<file path="src/rtl/priority_encoder_32x5.sv">
// Sequential 32-to-5 priority encoder: request pulses accumulate in a pending
// register and the lowest pending index is offered through a VALID/READY handshake.
module priority_encoder_32x5 #(
    parameter int N = 32,
    parameter int W = 5
) (
    input  logic         CLK,
    input  logic         RST,
    input  logic [N-1:0] REQ,
    input  logic         READY,
    output logic [W-1:0] Y,
    output logic         VALID,
    output logic [N-1:0] PEND,
    output logic [W:0]   PEND_CNT,
    output logic         DUP
);

    typedef enum logic {
        S_IDLE    = 1'b0,
        S_PRESENT = 1'b1
    } state_t;

    state_t       r_state;
    logic [W-1:0] r_y;
    logic         r_valid;
    logic [N-1:0] r_pend;
    logic [W:0]   r_pend_cnt;
    logic         r_dup;

    logic         w_accept;
    logic [N-1:0] w_clr;
    logic [N-1:0] w_remain;
    logic [W-1:0] w_sel;
    logic         w_any;
    logic         w_dup_hit;
    logic [W:0]   w_cnt_nxt;

    // Index 0 wins, so scan from the top and let lower set bits overwrite.
    function automatic logic [W-1:0] f_lowest(input logic [N-1:0] v);
        logic [W-1:0] idx;
        idx = '0;
        for (int i = N - 1; i >= 0; i--) begin
            if (v[i]) begin
                idx = i[W-1:0];
            end
        end
        return idx;
    endfunction

    function automatic logic [W:0] f_popcount(input logic [N-1:0] v);
        logic [W:0] c;
        c = '0;
        for (int i = 0; i < N; i++) begin
            c = c + {{W{1'b0}}, v[i]};
        end
        return c;
    endfunction

    assign w_accept = r_valid && READY;

    always_comb begin
        w_clr = '0;
        if (w_accept) begin
            w_clr[r_y] = 1'b1;
        end
    end

    // Set wins over clear: a re-request of the accepted index stays pending.
    assign w_remain  = (r_pend & ~w_clr) | REQ;
    assign w_sel     = f_lowest(w_remain);
    assign w_any     = |w_remain;
    assign w_dup_hit = |(REQ & r_pend & ~w_clr);
    assign w_cnt_nxt = f_popcount(w_remain);

    always_ff @(posedge CLK) begin
        if (RST) begin
            r_state    <= S_IDLE;
            r_y        <= '0;
            r_valid    <= 1'b0;
            r_pend     <= '0;
            r_pend_cnt <= '0;
            r_dup      <= 1'b0;
        end else begin
            r_pend     <= w_remain;
            r_pend_cnt <= w_cnt_nxt;
            if (w_dup_hit) begin
                r_dup <= 1'b1;
            end
            case (r_state)
                S_IDLE: begin
                    if (w_any) begin
                        r_y     <= w_sel;
                        r_valid <= 1'b1;
                        r_state <= S_PRESENT;
                    end
                end
                S_PRESENT: begin
                    // Without READY the presented index is frozen; no preemption.
                    if (READY) begin
                        if (w_any) begin
                            r_y <= w_sel;
                        end else begin
                            r_valid <= 1'b0;
                            r_state <= S_IDLE;
                        end
                    end
                end
                default: begin
                    r_state <= S_IDLE;
                    r_valid <= 1'b0;
                end
            endcase
        end
    end

    assign Y        = r_y;
    assign VALID    = r_valid;
    assign PEND     = r_pend;
    assign PEND_CNT = r_pend_cnt;
    assign DUP      = r_dup;

endmodule

</file>
<file path="config.mk">
export PLATFORM = sky130hd
export DESIGN_NAME = priority_encoder_32x5
export DESIGN_NICKNAME = d
export VERILOG_FILES = /design/src/rtl/priority_encoder_32x5.sv
export SDC_FILE = /design/constraint.sdc
export NUM_CORES = 1
export LEC_CHECK = 0
export BUFFER_PORTS_ARGS = -buffer_cell sky130_fd_sc_hd__buf_2
export CORE_MARGIN = 2
export CORE_UTILIZATION = 30
export DETAILED_ROUTE_END_ITERATION = 7
export PLACE_DENSITY = 0.47
export SYNTH_ARGS = -nofsm -noshare
export SYNTH_HDL_FRONTEND = slang
export SYNTH_SLANG_ARGS = --single-unit
</file>
<file path="constraint.sdc">
create_clock -name CLK -period 6.91 [get_ports CLK]
set_clock_uncertainty 0.2 [all_clocks]
set_input_delay 0.3455 -clock CLK [delete_from_list [all_inputs] [get_ports CLK]]
set_output_delay 0.3455 -clock CLK [all_outputs]
set_load 0.05 [all_outputs]
</file>
==> results.py <==
metrics = {
    "floorplan": {
        "core_sq_mm": 0.0115,
        "die_h_microns": 113,
        "die_w_microns": 113,
        "io_pins": 80,
        "row_count": 39,
        "die-area_sq_mm": 0.0128,
        "start_util_pct": 31.1,
    },
    "sta": {
        "finalCritPeriodShare_pct": 93.3,
        "timing.final.crit_period_ns": 6.45,
        "maxSlewViolCount": 0,
        "setup_viol_count_final": 0,
        "worstMarginPinSlew_ns": 1.01,
        "relSlewSlack_pct": 32.3,
        "hold_viol_final": 0,
        "grt_setup_unrepaired": "no",
        "fin_tns_setup_ns": 0,
        "fmax_mhz": 155,
    },
    "clock_tree": {
        "ctsHoldBuffers": 0,
        "cts_tree": "built",
        "clock-sinks": 46,
        "cts-buffers-inserted": 5,
        "cts_setup_buffers": 0,
        "clk_latency_ns": 0.29,
        "path_clk_slew_ns": 0.07,
        "root_buffer": "clkbuf_16",
        "cts_resized": 0,
        "htree_levels": 2,
        "clock_path_buffers": 2,
    },
    "grt": {
        "grt_pass1_vias": 3479,
        "antenna_found_initial": 0,
        "grt_pass1_wl_mm": 19.1,
        "grt_usage_pct": 19.2,
        "grt_max_degree": 42,
        "grt_overflow": 0,
    },
    "yosys": {
        "synth_top_area_cell": "dfxtp_1",
        "yosys-top-cells-count": "nor2_1, inv_1, dfxtp_1, nand2_1, fa_1",
        "ys_top_cells_by_area": "dfxtp_1, fa_1, nor2_1",
        "synth.cell_area_sq_mm": 0.00358,
        "ys_types": 69,
        "ys_dominant_reg_cell": "dfxtp_1",
        "synth.most_common_cell": "nor2_1",
        "ys_seq_elements": 46,
        "async_flop_share_pct": 0,
        "ys_warn_count": 0,
        "netlist.area_leader.share_pct": 25.7,
        "syn_area_per_cell_sq_um": 8.66,
        "synth_edf_count": 0,
        "ys_seq_area_share_pct": 25.7,
        "synth_nets": 481,
        "syn_inst": 414,
    },
    "routing": {
        "vias": 3434,
        "viasPerCell": 5.42,
        "firstDrtPassIters": 5,
        "wire_per_inst_microns": 19.0,
        "totalWireLength_mm": 12.0,
        "drt_iter0_drc": 211,
        "ant_nets": 0,
        "drc": 0,
    },
    "hold_path": {
        "hold_path.class": "in -> reg",
        "hold_depth": 3,
    },
    "power": {
        "p_per_area_mw_per_mm2": 352,
        "clkPwrFrac_pct": 18.8,
        "p_sw_mw": 0.655,
        "p_sw_share_pct": 43.5,
        "irDropWorstVdd_mv": 0.580,
        "p_int_mw": 0.850,
        "p_seq_share_pct": 21.3,
        "p_leak_nw": 1.98,
        "combPwrFrac_pct": 59.9,
    },
    "finish": {
        "fill_cells": 1204,
        "synthToLayoutAreaGrowth_pct": 19.3,
        "antennaDiodeCount": 0,
        "final_area_sq_mm": 0.00427,
        "fin_nets": 558,
        "final_layout_size_suffix_gt1_share_pct": 24.8,
    },
    "status": {
        "outcome": "complete, no violations",
    },
    "worst_setup_path": {
        "cp_max_fo": 25,
        "rr_worst_depth": 20,
        "startpoint_type": "flip-flop",
        "worstPathArrival_ns": 6.41,
        "cp-end-kind": "flip-flop",
        "cp.required_ns": 6.87,
        "crit_type": "reg -> reg",
    },
    "place": {
        "finalWeightedCongestion": 0.907,
        "placed_cell_area_sq_mm": 0.00411,
        "hpwl_mm": 9.71,
        "port_buffers": 79,
    },
    "flow_run": {
        "cap_violations": 0,
    },
}
[metrics by stage]
step	worst slack, ns	util, %	cells	hold WS (ns)	total power [mW]
finish	0.464	37.1	634	0.182	1.50
CTS	0.498	37.1	634	0.188	1.54
floorplan	0.822	-	414	0.319	1.04
global placement	0.636	35.6	627	0.330	1.25
detailed placement	0.504	35.6	627	0.341	1.24
global route	0.139	37.1	634	0.213	1.67
[final cells by class]
class | count | area, sq um | share of cell area [%]
clock inverter | 1 | 30.0 | 0.703
inverter | 53 | 199 | 4.65
multi-input combinational | 296 | 2340 | 54.7
clock buffer | 6 | 139 | 3.25
sequential | 46 | 921 | 21.5
timing repair buffer | 89 | 470 | 11.0
tap | 143 | 179 | 4.19
[cells in the final DEF (no fill, tap or decap), types with 4 or more instances in the layout]
master	n
buf_2	79
nor2_1	61
inv_1	53
dfxtp_1	46
nand2_1	25
fa_1	24
o211ai_1	20
a21oi_1	14
buf_4	10
a31oi_1	9
ha_1	8
or2_2	7
and2_1	7
nand4_1	7
o21ai_0	7
or4b_1	6
nand3_1	5
o21a_1	5
clkbuf_16	5
o22ai_1	4
nor4bb_1	4
o31a_1	4
nor4_1	4
[power by group through the flow]
stage	logic, mW	registers (mW)	clock network, mW
final	0.901	0.321	0.282
after CTS	0.928	0.321	0.289
after floorplan	0.620	0.423	0
after detailed placement	0.914	0.326	0
after global routing	1.05	0.324	0.300
after global placement	0.924	0.326	0
[critical path, stage by stage, from the launching register on]
cell     delay [ns]
dfxtp_1        0.99
nor2_1         0.21
a31oi_1        0.47
inv_1          0.13
fa_1           0.53
inv_1          0.06
fa_1           0.50
inv_1          0.05
fa_1           0.56
fa_1           0.45
fa_1           0.52
fa_1           0.55
inv_1          0.05
ha_1           0.19
inv_1          0.07
fa_1           0.19
inv_1          0.05
a21o_1         0.17
a21oi_1        0.17
xor2_1         0.16
nor2_1         0.05
[sequential cells by signal, summed over array words and instances, names as in the netlist]
register	cells
PEND	32
Y	5
PEND_CNT	6
DUP	1
r_state	1
VALID	1
[routing by layer]
layer  track usage (%)  wire length (microns)
met2              31.1                   5590
met1              26.0                   5320
met3              3.27                    810
met5                 0                      0
met4              6.83                    323
[cells by family (layout without fill, tap and decap cells)]
| kind of cell | count (synthesis) | count (layout) | synth area share [%] |
|---|---|---|---|
| AO/OA/AOI/OAI | 100 | 100 | 21.5 |
| XOR/XNOR | 3 | 3 | 0.733 |
| adder cells (fa/ha/maj) | 32 | 32 | 16.2 |
| buffers and inverters | 72 | 149 | 9.11 |
| flip-flops | 46 | 46 | 25.7 |
| AND/OR/NAND/NOR | 161 | 161 | 26.7 |
[worst paths after layout]
path	end	slack (ns)	from
setup reg to reg	PEND_CNT[4]$_SDFF_PP0_	0.46	Y[4]$_SDFFE_PP0P_
setup / recovery	PEND_CNT[4]$_SDFF_PP0_	0.46	Y[4]$_SDFFE_PP0P_
hold / removal	PEND[0]$_SDFF_PP0_	0.18	REQ[0]
hold reg to reg	VALID$_SDFFE_PP0P_	0.35	r_state$_SDFF_PP0_
Power figures use the tool's default switching activity.
